**src/rtl/fetch_pkg.sv**
```systemverilog
// Shared definitions for the instruction-fetch / PC-sequencing stage.
//   fetch_state_e    : sequencer states (fetch, issue to decode, wait for execute)
//   PC_INC           : sequential PC step
//   RESET_PC_DEFAULT : default PC loaded on reset
//   opcode/funct bit positions and field extractors used by decode-side code
package fetch_pkg;

  typedef enum logic [1:0] {
    S_FETCH = 2'd0,
    S_ISSUE = 2'd1,
    S_EXEC  = 2'd2
  } fetch_state_e;

  localparam logic [31:0] PC_INC           = 32'd4;
  localparam logic [31:0] RESET_PC_DEFAULT = 32'h0000_0000;

  localparam int OPCODE_MSB = 31;
  localparam int OPCODE_LSB = 26;
  localparam int FUNCT_MSB  = 5;
  localparam int FUNCT_LSB  = 0;

  function automatic logic [5:0] instr_opcode(input logic [31:0] word);
    return word[OPCODE_MSB:OPCODE_LSB];
  endfunction

  function automatic logic [5:0] instr_funct(input logic [31:0] word);
    return word[FUNCT_MSB:FUNCT_LSB];
  endfunction

endpackage

```
**src/rtl/fetch_prefetch_buf.sv**
```systemverilog
// Single-entry prefetch buffer holding the word at PC+4 fetched while the
// current instruction executes.
//   clk, rst_n   : clock, asynchronous active-low reset
//   capture      : store rdata and mark the entry valid
//   flush        : invalidate the entry (consumed or redirected); wins over capture
//   drop_set/clr : track a prefetch whose returning data must be discarded
//   valid, word  : buffered entry
//   drop_pending : an abandoned prefetch is still awaiting its ack
module fetch_prefetch_buf (
  input  logic        clk,
  input  logic        rst_n,
  input  logic        capture,
  input  logic [31:0] rdata,
  input  logic        flush,
  input  logic        drop_set,
  input  logic        drop_clr,
  output logic        valid,
  output logic [31:0] word,
  output logic        drop_pending
);

  logic        valid_q, valid_d;
  logic        drop_q, drop_d;
  logic [31:0] word_q, word_d;

  always_comb begin
    valid_d = valid_q;
    word_d  = word_q;
    drop_d  = drop_q;
    if (flush) begin
      valid_d = 1'b0;
    end else if (capture) begin
      valid_d = 1'b1;
      word_d  = rdata;
    end
    if (drop_set) begin
      drop_d = 1'b1;
    end else if (drop_clr) begin
      drop_d = 1'b0;
    end
  end

  always_ff @(posedge clk or negedge rst_n) begin
    if (!rst_n) begin
      valid_q <= 1'b0;
      drop_q  <= 1'b0;
    end else begin
      valid_q <= valid_d;
      drop_q  <= drop_d;
    end
  end

  // Word is qualified by valid_q, so it carries no reset.
  always_ff @(posedge clk) begin
    word_q <= word_d;
  end

  assign valid        = valid_q;
  assign word         = word_q;
  assign drop_pending = drop_q;

endmodule

```
**src/rtl/fetch_sequencer.sv**
```systemverilog
// Instruction-fetch and PC-sequencing stage in front of the decoder.
// Fetches one instruction over imem_req/imem_ack, offers it to decode over
// instr_valid/instr_ready, then waits for execute to retire it with a
// taken/target result before advancing the PC.
//   imem_req/imem_addr/imem_ack/imem_rdata : instruction-memory handshake
//   instr_valid/instr/instr_ready          : decode handshake
//   pc_out/pc_plus4                        : PC of the issued instruction and its link value
//   retire_valid/retire_taken/retire_target: execute resolution
//   misalign_err                           : sticky, a redirect target had [1:0]!=0
//   retired_count                          : free-running retire counter (wraps)
// Optional: define FETCH_SEQUENCER_PREFETCH_EN to fetch PC+4 into a one-entry
// buffer while the current instruction executes.
module fetch_sequencer
  import fetch_pkg::*;
#(
  parameter int                ADDR_W   = 32,
  parameter logic [ADDR_W-1:0] RESET_PC = ADDR_W'(RESET_PC_DEFAULT)
) (
  input  logic              clk,
  input  logic              rst_n,
  output logic              imem_req,
  output logic [ADDR_W-1:0] imem_addr,
  input  logic              imem_ack,
  input  logic [31:0]       imem_rdata,
  output logic              instr_valid,
  output logic [31:0]       instr,
  input  logic              instr_ready,
  output logic [ADDR_W-1:0] pc_out,
  output logic [ADDR_W-1:0] pc_plus4,
  input  logic              retire_valid,
  input  logic              retire_taken,
  input  logic [ADDR_W-1:0] retire_target,
  output logic              misalign_err,
  output logic [31:0]       retired_count
);

  localparam logic [ADDR_W-1:0] PC_STEP = ADDR_W'(PC_INC);

  fetch_state_e      state_q, state_d;
  logic [ADDR_W-1:0] pc_q, pc_d;
  logic [ADDR_W-1:0] fetch_addr_q, fetch_addr_d;
  logic [ADDR_W-1:0] retire_pc;
  logic              imem_req_q, imem_req_d;
  logic              instr_valid_q, instr_valid_d;
  logic [31:0]       instr_q, instr_d;
  logic              misalign_err_q, misalign_err_d;
  logic [31:0]       retired_count_q, retired_count_d;

`ifdef FETCH_SEQUENCER_PREFETCH_EN
  logic        pb_capture, pb_flush, pb_drop_set, pb_drop_clr;
  logic        pb_valid, pb_drop;
  logic [31:0] pb_word;

  fetch_prefetch_buf u_prefetch_buf (
    .clk          (clk),
    .rst_n        (rst_n),
    .capture      (pb_capture),
    .rdata        (imem_rdata),
    .flush        (pb_flush),
    .drop_set     (pb_drop_set),
    .drop_clr     (pb_drop_clr),
    .valid        (pb_valid),
    .word         (pb_word),
    .drop_pending (pb_drop)
  );
`endif

  always_comb begin
    state_d         = state_q;
    pc_d            = pc_q;
    fetch_addr_d    = fetch_addr_q;
    imem_req_d      = imem_req_q;
    instr_valid_d   = instr_valid_q;
    instr_d         = instr_q;
    misalign_err_d  = misalign_err_q;
    retired_count_d = retired_count_q;
    retire_pc       = retire_taken ? {retire_target[ADDR_W-1:2], 2'b00} : pc_q + PC_STEP;
`ifdef FETCH_SEQUENCER_PREFETCH_EN
    pb_capture  = 1'b0;
    pb_flush    = 1'b0;
    pb_drop_set = 1'b0;
    pb_drop_clr = 1'b0;
`endif

    case (state_q)
      S_FETCH: begin
        // Request is raised on the first edge in this state and held until ack;
        // an ack with no request outstanding is ignored.
        imem_req_d = 1'b1;
        if (imem_req_q && imem_ack) begin
`ifdef FETCH_SEQUENCER_PREFETCH_EN
          if (pb_drop) begin
            // Stale prefetch completed: discard it and fetch the redirect target.
            pb_drop_clr  = 1'b1;
            fetch_addr_d = pc_q;
          end else
`endif
          begin
            instr_d       = imem_rdata;
            instr_valid_d = 1'b1;
            imem_req_d    = 1'b0;
            state_d       = S_ISSUE;
          end
        end
      end

      S_ISSUE: begin
        if (instr_ready) begin
          instr_valid_d = 1'b0;
          state_d       = S_EXEC;
        end
      end

      S_EXEC: begin
`ifdef FETCH_SEQUENCER_PREFETCH_EN
        if (!imem_req_q && !pb_valid) begin
          imem_req_d   = 1'b1;
          fetch_addr_d = pc_q + PC_STEP;
        end else if (imem_req_q && imem_ack) begin
          imem_req_d = 1'b0;
          pb_capture = 1'b1;
        end
`endif
        if (retire_valid) begin
          pc_d            = retire_pc;
          retired_count_d = retired_count_q + 32'd1;
          if (retire_taken && (retire_target[1:0] != 2'b00)) begin
            misalign_err_d = 1'b1;
          end
          state_d      = S_FETCH;
          imem_req_d   = 1'b1;
          fetch_addr_d = retire_pc;
`ifdef FETCH_SEQUENCER_PREFETCH_EN
          pb_capture = 1'b0;
          pb_flush   = 1'b1;
          if (!retire_taken && pb_valid) begin
            instr_d       = pb_word;
            instr_valid_d = 1'b1;
            imem_req_d    = 1'b0;
            state_d       = S_ISSUE;
          end else if (!retire_taken && imem_req_q && imem_ack) begin
            instr_d       = imem_rdata;
            instr_valid_d = 1'b1;
            imem_req_d    = 1'b0;
            state_d       = S_ISSUE;
          end else if (retire_taken && imem_req_q && !imem_ack) begin
            // Prefetch still in flight: keep its address stable until the ack.
            pb_drop_set  = 1'b1;
            fetch_addr_d = fetch_addr_q;
          end
          // A not-taken retire with the prefetch in flight keeps the request;
          // its address already equals the new PC.
`endif
        end
      end

      default: state_d = S_FETCH;
    endcase
  end

  always_ff @(posedge clk or negedge rst_n) begin
    if (!rst_n) begin
      state_q         <= S_FETCH;
      pc_q            <= RESET_PC;
      fetch_addr_q    <= RESET_PC;
      imem_req_q      <= 1'b0;
      instr_valid_q   <= 1'b0;
      instr_q         <= 32'd0;
      misalign_err_q  <= 1'b0;
      retired_count_q <= 32'd0;
    end else begin
      state_q         <= state_d;
      pc_q            <= pc_d;
      fetch_addr_q    <= fetch_addr_d;
      imem_req_q      <= imem_req_d;
      instr_valid_q   <= instr_valid_d;
      instr_q         <= instr_d;
      misalign_err_q  <= misalign_err_d;
      retired_count_q <= retired_count_d;
    end
  end

  assign imem_req      = imem_req_q;
  assign imem_addr     = fetch_addr_q;
  assign instr_valid   = instr_valid_q;
  assign instr         = instr_q;
  assign pc_out        = pc_q;
  assign pc_plus4      = pc_q + PC_STEP;
  assign misalign_err  = misalign_err_q;
  assign retired_count = retired_count_q;

endmodule

```
**config.mk**
```make
export PLATFORM = sky130hd
export DESIGN_NAME = fetch_sequencer
export DESIGN_NICKNAME = d
export VERILOG_FILES = /design/src/rtl/fetch_pkg.sv /design/src/rtl/fetch_prefetch_buf.sv /design/src/rtl/fetch_sequencer.sv
export SDC_FILE = /design/constraint.sdc
export NUM_CORES = 1
export LEC_CHECK = 0
export CAP_MARGIN = 20
export CORE_ASPECT_RATIO = 1.1
export CORE_MARGIN = 2
export CORE_UTILIZATION = 47
export CTS_BUF_LIST = sky130_fd_sc_hd__clkbuf_16
export DETAILED_ROUTE_END_ITERATION = 7
export PLACE_DENSITY = 0.95
export SYNTH_ARGS = -nofsm -noshare
export SYNTH_HDL_FRONTEND = slang
export SYNTH_SLANG_ARGS = --single-unit
```
**constraint.sdc**
```tcl
create_clock -name clk -period 5.11 [get_ports clk]
set_input_delay 1.022 -clock clk [delete_from_list [all_inputs] [get_ports clk]]
set_output_delay 1.022 -clock clk [all_outputs]
set_load 0.05 [all_outputs]
```
After elaboration in Yosys (flattened, before gate mapping). Index checks and enable logic that the tools add are counted.

Output and inout bits: 163. Logic and storage cells: 37. Input bits: 70. Register bits after elaboration: 101.

Equal/unequal tests: 5. Mux-type cells: 11. Add/sub/neg operators: 2. Reduce and logical (&&, ||, !) cells: 12.

Operators with widths (count): adder 32 x 1 -> 32 bit, second input constant (1); adder 32 x 3 -> 32 bit, second input constant (1); 2-to-1 mux 32 bit (1); AND reduction 3 bit (3); 2-to-1 mux 2 bit (3); inequality test 2 bit, second input constant (3); one-hot mux 2 bit (3 select lines) (1); AND reduction 2 bit (3); nonzero test 2 bit (3); 2-to-1 mux 1 bit (4); one-hot mux 1 bit (2 select lines) (2); == test 2 x 1 -> 1 bit, second input constant (1); == test 2 bit, second input constant (1); logical AND 1 bit (2); logical NOT 2 bit (1).

Logic depth before layout (Yosys ltp). Gate-level depths: netlist of run 1.

Depth in word-level cells: 3. Depth in mapped cells: 7. Depth with buffers taken out: 5.

Least setup slack after synthesis of run 1. Ideal clock, no wire load.

Path type: reg-to-output. From: reg imem_addr[2] (netlist name). To: out pc_plus4[18]. Stages on the path, launching flop included: 7. Setup slack: 1.338 ns. Data arrival time: 2.750 ns. Data required time: 4.088 ns. Buffers on the path: 1. Path through: dfrtp_1 > ha_1 > nand3_1 > nor3_1 > clkbuf_1 > nand3_1 > xnor2_1.

RTL lines: end, declared (line fetch_sequencer.sv:29) `output logic [ADDR_W-1:0] pc_plus4,`.

==> results of run 1 <==
## state kept, by name, summed over array words and instances (netlist names)
signal,cells
misalign_err,1
retired_count,32
imem_addr,30
instr,32
state_q,2
instr_valid,1
imem_req,1
## cell usage in the layout (no fill, tap or decap), types with 11 or more instances in the layout
cell,n
nor4_1,11
nand4_1,31
inv_1,15
nor3_1,25
xor2_1,14
o21ai_0,19
a21oi_1,12
and3_1,13
xnor2_1,44
nor2_1,25
mux2_2,32
nand3_1,50
dfrtp_1,99
nand2_1,32
clkdlybuf4s50_1,224
## routing by layer
metal | up-vias | track usage (%) | routed length, µm
li1 | 2356 | - | -
met1 | 2522 | 31.0 | 6020
met2 | 288 | 43.7 | 8410
met3 | 39 | 6.20 | 1460
met4 | 0 | 9.29 | 388
met5 | - | 0 | 0
## power groups by stage
stage	Combinational [mW]	Sequential (mW)	Clock, mW
4_1_cts	3.03	1.32	0.662
3_5_place_dp	3.02	1.33	0
2_1_floorplan	1.39	2.04	0
5_1_grt	3.14	1.36	0.688
6_report	3.02	1.32	0.648
3_3_place_gp	2.98	1.30	0
## cell type report
cell class	count	area (µm²)
repair buffers	235	2320
flip-flops and latches	99	2480
fillers	854	3570
inverters	14	52.6
clock buffers	9	225
well taps	150	188
clock inverters	7	52.6
multi-input cells	387	2610
## through the flow
stage | util (%) | hold slack [ns] | setup WS [ns]
2_1_floorplan | - | 0.575 | 1.34
3_3_place_gp | 66.5 | 0.466 | 1.12
3_5_place_dp | 66.5 | 0.471 | 1.00
4_1_cts | 68.9 | 0.484 | 0.632
5_1_grt | 68.9 | 0.511 | 0.432
6_report | 68.9 | 0.479 | 0.560
## kinds of logic (layout without fill, tap and decap cells)
kind of cell    Yosys count  after routing  synth area share, %
compound gates           72             72                 8.79
xor+xnor                 58             58                 9.15
fa+ha+maj                 2              2                0.451
buf+inv                  90            265                 8.84
flops                    99             99                 44.6
mux                      37             37                 7.40
other cells               1              6               0.0676
simple gates            212            212                 20.7
## worst paths after layout
check                                  start                end  slack (ns)
max in group asynchronous              rst_n         state_q[0]        3.27
hold / removal             retired_count[31]  retired_count[31]        0.48
hold reg to reg            retired_count[31]  retired_count[31]        0.48
min in group asynchronous              rst_n  retired_count[27]        0.72
setup reg to reg                imem_addr[4]      imem_addr[27]        2.55
setup / recovery                imem_addr[4]       pc_plus4[27]        0.56
==> flow_summary.json, run 1 <==
{
  "outcome": "finished clean",
  "areaGrowthSynthToFinish_pct": 42.8,
  "dpl_cell_area_um2": 7640,
  "crit_family": "simple AND/OR/NAND/NOR gates",
  "p_leak_nw": 3.19,
  "place.gp.congestion": 0.869,
  "cpPeakStageDelay_ns": 0.91,
  "ios": 233,
  "synth_top_cell_area_share_pct": 44.6,
  "grt_usage_pct": 25.6,
  "worst-setup-path-type": "reg2out",
  "synth-main-ff-cell": "dfrtp_1",
  "cp.arrival_ns": 3.53,
  "dp_hpwl_mm": 11.8,
  "first_iter_violations": 307,
  "final_cells": 901,
  "crit_path_top_delay_cell": "nor3_2",
  "clk_latency_ns": 0.34,
  "fin_nets": 818,
  "pwr-share-clk_pct": 13.0,
  "hold_viol": 0,
  "viasPerCell": 5.78,
  "worstMarginPinSlew_ns": 0.955,
  "intPower_mw": 2.37,
  "grt_pass1_wl_mm": 26.2,
  "p_total_mw": 4.99,
  "slew-limit-headroom_pct": 36.0,
  "coreArea_um2": 11500,
  "cts_tree": "built",
  "ctsLongestPathBuffers": 2,
  "grt_max_degree": 79,
  "min_period_ns": 4.55,
  "p_per_area_nw_per_um2": 630,
  "rsz0062_at_grt": "no",
  "rows": 41,
  "timing.fmax_mhz": 220,
  "drc": 0,
  "overflow": 0,
  "drv_cap": 0,
  "htree_levels": 3,
  "hp-class": "reg2reg",
  "switching_power_mw": 2.62,
  "finalWirelength_mm": 16.3,
  "vias": 5205,
  "final.setup_skew_ns": 0.00878,
  "cts_resized": 0,
  "yosys-top-cells-area": "dfrtp_1 45%, xnor2_1 6.9%, mux2_2 6.5%, buf_4 4.9%, nand3_1 4.5%",
  "cts_inserted_buffers": 9,
  "crit_buf_inv": 1,
  "cp_cell_sequence": "nand3_1, nor3_2, nand4_1, xnor2_1, clkdlybuf4s50_1",
  "synth_most_common_cell": "dfrtp_1",
  "yosysTopAreaCell": "dfrtp_1",
  "ant_nets": 0,
  "final_cell_area_um2": 7920,
  "root_buffer": "clkbuf_16",
  "grt_pass1_vias": 5163,
  "slew_violations": 0,
  "antenna_found_initial": 0,
  "drive_gt1_share_pct": 8.66,
  "yosys-top-cells-count": "99 x dfrtp_1, 50 x nand3_1, 44 x xnor2_1, 36 x buf_4",
  "synth-async-reset-ratio_pct": 100,
  "dp.cells": 885,
  "wl_per_cell_um": 18.1,
  "syn_inst": 571,
  "synth_cell_types": 48,
  "switching_share_pct": 52.4,
  "seq_area_frac_synth_pct": 44.6,
  "post_cts_buffers": 0,
  "ys_ff_latch": 99,
  "period_share_pct": 89.0,
  "dieArea_um2": 12700,
  "p_seq_share_pct": 26.5,
  "fp.dieW_um": 108,
  "antenna_cells": 0,
  "synth_area_per_cell_um2": 9.72,
  "synth_edf_count": 0,
  "holdBufCountCts": 0,
  "crit_fanout": 14,
  "cts_sinks": 99,
  "p_comb_share_pct": 60.5,
  "ys_warn_count": 0,
  "dr.pass1.iters": 6,
  "r2r_cells": 5,
  "cp_num_cells": 5,
  "start_kind": "flip-flop",
  "fin_tns_setup_ns": 0,
  "syn_area_um2": 5550,
  "die_h_um": 118,
  "irDropWorstVdd_v": 0.000504,
  "portBuffers": 226,
  "worstPathRequired_ns": 4.09,
  "start_util_pct": 48.3,
  "setup_viol": 0,
  "end_kind": "output port",
  "worstHoldPathCells": 1,
  "clk_pin_slew_worst_paths_ns": 0.07
}
Note: power is estimated with default switching activity, not from simulation.
==> run 2, diff against run 1 <==
- SLEW_MARGIN: unset -> 20
==> results of run 2 <==
Final layout, timing and power as in run 1 (identical DEF).
==> run 3, diff against run 2 <==
- CELL_PAD_IN_SITES_DETAIL_PLACEMENT: unset -> 1
- CELL_PAD_IN_SITES_GLOBAL_PLACEMENT: unset -> 1
- CORE_UTILIZATION: 47 -> 34
==> run 3 against run 2 <==
Cell area increased by 1.1%. Via count decreased by 1.9%. Largest cell class unchanged. Sequential power about the same. Maximum frequency increased by 8.7%. Routed wire length increased by 11%.
==> flow_summary.json, run 3 (same netlist as run 1, synthesis figures left out) <==
{
  "period_share_pct": 81.9,
  "antenna_cells": 0,
  "clk_pin_slew_worst_paths_ns": 0.08,
  "drc": 0,
  "overflow": 0,
  "final.setup_skew_ns": 0.0107,
  "worstMarginPinSlew_ns": 1.03,
  "dieArea_um2": 17400,
  "irDropWorstVdd_v": 0.000449,
  "final_common_cell": "clkdlybuf4s50_1",
  "crit_buf_inv": 1,
  "hold_viol": 0,
  "ant_nets": 0,
  "setup_ws_ns": 0.925,
  "crit_fanout": 11,
  "htree_levels": 3,
  "drv_cap": 0,
  "crit_path_top_delay_cell": "clkdlybuf4s50_1",
  "fin_tns_setup_ns": 0,
  "die_h_um": 138,
  "fin_nets": 819,
  "dp_hpwl_mm": 13.2,
  "antenna_found_initial": 0,
  "root_buffer": "clkbuf_16",
  "holdBufCountCts": 0,
  "dr.pass1.iters": 4,
  "outcome": "finished clean",
  "grt_pass1_vias": 5466,
  "areaGrowthSynthToFinish_pct": 44.4,
  "post_cts_buffers": 0,
  "worstPathRequired_ns": 4.09,
  "start_kind": "flip-flop",
  "grt_max_degree": 62,
  "first_iter_violations": 219,
  "portBuffers": 226,
  "cts_resized": 0,
  "ios": 233,
  "rsz0062_at_grt": "no",
  "hp-class": "reg2reg",
  "end_kind": "output port",
  "start_util_pct": 35.0,
  "final_cell_mix": "224 x clkdlybuf4s50_1, 99 x dfrtp_1, 50 x nand3_1",
  "finalWirelength_mm": 18.1,
  "cts_inserted_buffers": 9,
  "cpPeakStageDelay_ns": 0.86,
  "setup_viol": 0,
  "r2r_slack_ns": 2.87,
  "cp_num_cells": 5,
  "p_leak_nw": 3.21,
  "clk_latency_ns": 0.36,
  "grt_usage_pct": 21.1,
  "p_per_area_nw_per_um2": 630,
  "cp-startpoint": "imem_addr[4]",
  "timing.fmax_mhz": 239,
  "place.gp.congestion": 0.775,
  "slew-limit-headroom_pct": 31.6,
  "vias": 5105,
  "drive_gt1_share_pct": 8.92,
  "rows": 48,
  "cp_cell_sequence": "nand3_1, nor4_1, nand2_1, xnor2_1, clkdlybuf4s50_1",
  "min_period_ns": 4.19,
  "ctsLongestPathBuffers": 2,
  "crit_family": "simple AND/OR/NAND/NOR gates",
  "hold_slack_ns": 0.483,
  "worst-setup-path-type": "reg2out",
  "slew_violations": 0,
  "wl_per_cell_um": 19.0,
  "cp.arrival_ns": 3.16,
  "r2r-end": "retired_count[23]",
  "r2r_cells": 6,
  "cts_tree": "built",
  "cts_sinks": 99,
  "grt_pass1_wl_mm": 29.3,
  "reg2reg_from": "state_q[0]",
  "viasPerCell": 5.37,
  "coreArea_um2": 15900,
  "hp-start": "retired_count[31]",
  "crit_end": "pc_plus4[31]",
  "pre_cts_ws_ns": 1.36,
  "fp.dieW_um": 126
}
## run 3: routing by layer
metal	share of wire, %	global-route usage (%)
met5	0	0
met1	39	23.9
met3	6.7	6.02
met2	52	39.1
met4	1.6	5.74
## run 3: cell type report
type / instances / area (µm²)
well taps: 200 / 250
repair buffers: 236 / 2330
clock inverters: 6 / 57.6
inverters: 14 / 52.6
multi-input cells: 387 / 2620
fillers: 1767 / 7840
clock buffers: 9 / 225
flip-flops and latches: 99 / 2480
## run 3: how the worst min path moves through the flow
stage	endpoint	slack [ns]	depth (start not counted)
6_report	retired_count[31]	0.48	1
3_5_place_dp	retired_count[31]	0.48	1
3_3_place_gp	misalign_err	0.46	1
5_1_grt	instr[6]	0.53	1
2_1_floorplan	instr_valid	0.57	2
4_1_cts	retired_count[31]	0.49	1
## run 3: per-stage QoR
stage                     std cells  instance area [µm²]  util, %  total power, mW
final                           951                 8010     50.5             5.05
after CTS                       951                 8000     50.5             5.08
after global placement          936                 7720     48.7             4.31
after detailed placement        936                 7720     48.7             4.39
after global routing            951                 8010     50.5             5.26
after floorplan                 576                 5570        -             3.43
## run 3: where the power goes
group	total [mW]	internal [mW]	switching [mW]
logic	3.03	1.03	2.01
registers	1.33	1.02	0.313
clock network	0.678	0.340	0.338
